## config.mk

```make
export PLATFORM = sky130hd
export DESIGN_NAME = text_banner_ctrl
export DESIGN_NICKNAME = d
export VERILOG_FILES = /design/src/rtl/text_banner_ctrl.sv
export SDC_FILE = /design/constraint.sdc
export NUM_CORES = 1
export LEC_CHECK = 0
export CORE_MARGIN = 2
export CORE_UTILIZATION = 40
export CTS_CLUSTER_SIZE = 20
export DETAILED_ROUTE_END_ITERATION = 16
export PLACE_DENSITY_LB_ADDON = 0.12
export SLEW_MARGIN = 20
export SYNTH_ARGS = -nofsm -noshare
export SYNTH_HDL_FRONTEND = slang
export SYNTH_SLANG_ARGS = --single-unit
```

## constraint.sdc

```tcl
create_clock -name clk -period 9 [get_ports clk]
set_input_delay 0.9 -clock clk [delete_from_list [all_inputs] [get_ports clk]]
set_output_delay 0.9 -clock clk [all_outputs]
set_load 0.005 [all_outputs]
```

## src/rtl/text_banner_ctrl.sv

```systemverilog
// rtl/text_banner_ctrl.sv - frame-timed text banner sequencer with slot decode for a shared glyph renderer
module text_banner_ctrl #(
  parameter int NUM_CHARS    = 4,
  parameter int CHAR_W       = 26,
  parameter int CHAR_H       = 40,
  parameter int GAP          = 6,
  parameter int SHOW_FRAMES  = 180,
  parameter int BLINK_FRAMES = 30
) (
  input  logic        clk,
  input  logic        rst_n,
  input  logic        frame_tick,
  input  logic [9:0]  x,
  input  logic [9:0]  y,
  input  logic        show_req,
  input  logic        cancel,
  input  logic        blink_en,
  input  logic [9:0]  base_x,
  input  logic [9:0]  base_y,
  input  logic        glyph_hit,
  output logic [31:0] glyph_start_x,
  output logic [31:0] glyph_start_y,
  output logic [2:0]  slot_idx,
  output logic        slot_valid,
  output logic        pixel_on,
  output logic        show_ack,
  output logic        busy,
  output logic        done
);

  localparam int P  = CHAR_W + GAP;
  localparam int FW = $clog2(SHOW_FRAMES + 1);
  localparam int BW = $clog2(BLINK_FRAMES + 1);

  typedef enum logic [1:0] {
    S_IDLE     = 2'd0,
    S_SHOW_ON  = 2'd1,
    S_SHOW_OFF = 2'd2
  } state_t;

  state_t        state;
  state_t        next_state;
  logic [FW-1:0] frame_cnt;
  logic [BW-1:0] blink_cnt;
  logic [9:0]    base_x_q;
  logic [9:0]    base_y_q;
  logic          blink_en_q;
  logic          accept;
  logic          expire;
  logic          blink_wrap;
  logic          frame_adv;
  logic [9:0]    dx;
  logic [9:0]    dy;
  logic [31:0]   dx32;
  logic [31:0]   dy32;

  // State register.
  always_ff @(posedge clk or negedge rst_n) begin
    if (!rst_n) begin
      state <= S_IDLE;
    end else begin
      state <= next_state;
    end
  end

  // Next-state logic: cancel beats everything, expiry beats the blink toggle.
  always_comb begin
    next_state = state;
    accept     = 1'b0;
    expire     = 1'b0;
    blink_wrap = 1'b0;
    frame_adv  = 1'b0;
    case (state)
      S_IDLE: begin
        if (show_req && !cancel) begin
          next_state = S_SHOW_ON;
          accept     = 1'b1;
        end
      end
      default: begin
        if (cancel) begin
          next_state = S_IDLE;
        end else if (frame_tick) begin
          frame_adv = 1'b1;
          if (frame_cnt == FW'(SHOW_FRAMES - 1)) begin
            expire     = 1'b1;
            next_state = S_IDLE;
          end else if (blink_en_q && (blink_cnt == BW'(BLINK_FRAMES - 1))) begin
            blink_wrap = 1'b1;
            next_state = (state == S_SHOW_ON) ? S_SHOW_OFF : S_SHOW_ON;
          end
        end
      end
    endcase
  end

  // Frame/blink counters and the banner parameters captured on accept.
  always_ff @(posedge clk or negedge rst_n) begin
    if (!rst_n) begin
      frame_cnt  <= '0;
      blink_cnt  <= '0;
      base_x_q   <= '0;
      base_y_q   <= '0;
      blink_en_q <= 1'b0;
    end else if (accept) begin
      frame_cnt  <= '0;
      blink_cnt  <= '0;
      base_x_q   <= base_x;
      base_y_q   <= base_y;
      blink_en_q <= blink_en;
    end else if (frame_adv) begin
      frame_cnt <= frame_cnt + 1'b1;
      if (blink_en_q && !expire) begin
        blink_cnt <= blink_wrap ? '0 : blink_cnt + 1'b1;
      end
    end
  end

  // Slot decode: one comparator pair per slot against the latched origin.
  always_comb begin
    dx         = x - base_x_q;
    dy         = y - base_y_q;
    dx32       = {22'd0, dx};
    dy32       = {22'd0, dy};
    slot_valid = 1'b0;
    slot_idx   = 3'd0;
    if ((x >= base_x_q) && (y >= base_y_q) && (dy32 < 32'(CHAR_H))) begin
      for (int k = 0; k < NUM_CHARS; k++) begin
        if ((dx32 >= 32'(k * P)) && (dx32 < 32'(k * P + CHAR_W))) begin
          slot_valid = 1'b1;
          slot_idx   = 3'(k);
        end
      end
    end
  end

  assign glyph_start_x = {22'd0, base_x_q} + 32'(slot_idx) * 32'(P);
  assign glyph_start_y = {22'd0, base_y_q};
  assign busy          = (state != S_IDLE);

  // Registered pixel and handshake pulses.
  always_ff @(posedge clk or negedge rst_n) begin
    if (!rst_n) begin
      pixel_on <= 1'b0;
      show_ack <= 1'b0;
      done     <= 1'b0;
    end else begin
      pixel_on <= (state == S_SHOW_ON) && slot_valid && glyph_hit;
      show_ack <= accept;
      done     <= expire;
    end
  end

endmodule

```

==> summary.md <==
| Metric | Value |
|---|---|
| Sequential-to-total area share from yosys stat | `0.323` |
| Largest net degree at the start of global routing | `40` |
| Num ports | `approximately 120` |
| Post-route cell area | `0.00375 mm2` |
| Main synth FF type | `dfrtp_1` |
| Crit-path max FO | `5` |
| Placement Cell Area | `0.00366 mm2` |
| Final setup viols | `0` |
| CP Launch Type | `input pin` |
| DP Wirelength | `between 4 and 5 mm` |
| Skew final | `around 0.0026 ns` |
| Core Region | `around 0.0073 mm2` |
| # nets final | `a little under 500` |
| Share of power burned in registers | `0.294` |
| Detailed Route Iter0 Violations | `74` |
| CP bufs+invs | `3` |
| Std-Cell Rows | `31` |
| CTS max path bufs | `2` |
| I/O Buffers | `between 70 and 80` |
| Final hold vios | `0` |
| Vias in the first global route | `2313` |
| Arr. time, crit path | `around 5.0 ns` |
| Gates resized, CTS repair | `0` |
| DR DRC count | `0` |
| Die Ht | `approximately 90 um` |
| Max-cap violations | `0` |
| Final max-slew violation count | `0` |
| Gr ovfl total | `0` |
| Cell family with most CP delay | `simple AND/OR/NAND/NOR gates` |
| Slew @ Worst Pin | `0.904 ns` |
| Critical path class | `input pin to primary output` |
| Router iterations before antenna repair | `4` |
| Reg2Reg Depth | `5` |
| CTS tree | `done` |
| R2R Path Start | `state[1]` |
| WL/cell | `12.0 um` |
| # Post-CTS Setup Buffers | `0` |
| CP Data Required Time | `between 8 and 9 ns` |
| Hold_ws | `approximately 0.50 ns` |
| Synth unique cells | `about 50` |
| Worst Hold Class | `register to register` |
| CTS clk-pin slew, worst paths | `approximately 0.08 ns` |
| Initial antenna violation count | `0` |
| Hold Path End | `blink_cnt[4]` |
| Final WS setup | `approximately 3.1 ns` |
| CP endpoint kind | `primary output` |
| Share of cells above drive strength 1 | `0.0615` |
| FMAX | `roughly 0.17 GHz` |
| Cts bufs inserted | `5` |
| Final wirelength | `between 6 and 7 mm` |
| Layout Utilization | `0.515` |
| Setup slack at placement | `3.09 ns` |
| Via count | `approximately 2.5k` |
| Net Sw Frac | `0.402` |
| Global-route wire length before repair | `~11 mm` |
| Ant. Diodes | `0` |
| Post-route antenna net violation count | `0` |
| Die W | `approximately 91 um` |
| Net Switching | `between 0.3 and 0.4 mW` |
| Reg2Reg Setup Slack | `approximately 6.5 ns` |
| Pwr dens | `256 mW/mm2` |
| Max incr delay on CP | `0.53 ns` |
| Starting Density | `0.415` |
| RSZ-0062 raised after global routing | `no` |
| Setup_tns | `0 ns` |
| Fin crit share | `0.657` |
| Post-synth ARST share | `1.00` |
| P&R area growth vs syn | `24.1%` |
| Largest cells by area after synthesis | `dfrtp_1, buf_4, ha_1` |
| Crit-path cells | `clkdlybuf4s50_1 -> ha_1 -> a21oi_2 -> o21ai_2 -> or3_1 -> o211ai_2 -> or4b_4 -> nor4b_1 -> ha_1 -> inv_1 -> fa_1 -> nor2_1 -> xnor2_1 -> clkdlybuf4s50_1` |
| Gate Count Post-Synth | `353` |
| Most frequent cell after synthesis | `buf_4` |
| GRT Overall Usage | `0.155` |
| Status | `finished, final reports clean` |
| Pint | `roughly 0.58 mW` |
| Crit path max-delay cell type | `nor4b_1` |
| EDFF count, synth | `0` |
| Comb power frac | `0.580` |
| DIE AREA | `between 0.008 and 0.009 mm2` |
| Yosys warnings | `0` |
| Post-CTS Hold Buffers | `0` |
| R2R Path End | `state[1]` |
| Hold depth | `1` |
| Worst vdd ir | `about 110 uV` |
| Gpl congestion | `roughly 0.76` |
| Leading area contributor after synthesis | `dfrtp_1` |
| CTS H-tree lvls | `2` |
| Post-synthesis area per instance | `~8.6 um2` |
| Clk pwr share | `0.126` |
| Syn Std Cell Area | `roughly 0.0030 mm2` |
| Top post-synthesis cells by count | `buf_4, dfrtp_1, nand2_1, nor2_1, o21ai_0` |
| Clock root cell | `clkbuf_8` |
| Synth top area share | `0.323` |
| Avg Vias per Cell | `~4.7` |
| #FFs+latches synth | `39` |
| Worst min-delay path startpoint | `blink_cnt[4]` |
| Period minus WS final | `5.91 ns` |
| Relative slew slack | `0.397` |
| Worst-Skew Late Latency | `approximately 0.30 ns` |
| CTS sink count | `39` |
| P_leak | `roughly 1.7 nW` |
-- metal layers --
layer	wire [um]	part of all wire	GRT usage
met3	378	0.060	0.0382
met2	2970	0.47	0.260
met5	0	0	0
met1	2860	0.46	0.202
met4	62	0.0099	0.0379
-- flip-flops by register name, summed over array words and instances (netlist names) --
register,flops
done,1
blink_cnt,5
frame_cnt,8
base_x_q,10
state,2
show_ack,1
blink_en_q,1
base_y_q,10
pixel_on,1
-- worst reg2reg max path, stage by stage, from the launching register on --
cell and delay (ns):
dfrtp_1 0.42, or2_2 0.39, nor3b_4 0.73, buf_4 0.44, a21oi_1 0.11, mux2_2 0.28
-- through the flow --
step | power, mW | std cells
after floorplan | 0.675 | 396
after global placement | 0.839 | 514
after detailed placement | 0.846 | 514
after CTS | 0.976 | 522
after global routing | 1.06 | 522
final | 0.962 | 522
-- cell families (layout without fill, tap and decap cells) --
group                      after synthesis  after routing  share of synthesized area
and+or+nand+nor                        111            111                      0.180
buffers and inverters                   81            108                      0.161
AOI/OAI and AO/OA                       72             72                      0.150
DFF                                     39             39                      0.323
adders and majority gates               27             27                      0.117
xor gates and xnor gates                16             16                     0.0463
muxes                                    6              6                     0.0219
other                                    1             44                    0.00124
-- worst max-delay path by stage --
stage / startpoint / end / slack [ns] / depth (start not counted)
CTS: y[5] / glyph_start_x[9] / 3.09 / 14
floorplan: y[5] / glyph_start_x[9] / 4.23 / 12
detailed placement: y[5] / glyph_start_x[9] / 3.09 / 14
global route: x[3] / glyph_start_x[9] / 2.83 / 14
global placement: y[5] / glyph_start_x[9] / 3.26 / 14
finish: y[5] / glyph_start_x[9] / 3.09 / 14
-- power groups by stage --
| stage | Sequential [mW] | Clock, mW | Combinational, mW |
|---|---|---|---|
| final | 0.283 | 0.122 | 0.558 |
| after CTS | 0.284 | 0.129 | 0.563 |
| after global routing | 0.293 | 0.136 | 0.633 |
| after floorplan | 0.278 | 0 | 0.397 |
| after detailed placement | 0.287 | 0 | 0.560 |
| after global placement | 0.285 | 0 | 0.553 |
-- final cells by class --
type | instances | area, um2
clock buffer | 5 | 68.8
clock inverter | 3 | 20.0
fill | 763 | 3540
inverter | 25 | 93.8
multi-input combinational | 276 | 1730
sequential | 39 | 976
tap | 99 | 124
timing repair buffer | 75 | 743
-- layout by cell type (no fill, tap or decap), types with 9 or more instances in the layout --
master / instances
a21oi_1: 19
clkdlybuf4s50_1: 73
conb_1: 44
dfrtp_1: 39
ha_1: 25
inv_1: 25
nand2_1: 34
nand3_1: 9
nor2_1: 30
o21ai_0: 28
xnor2_1: 10
Power figures use the tool's default switching activity.
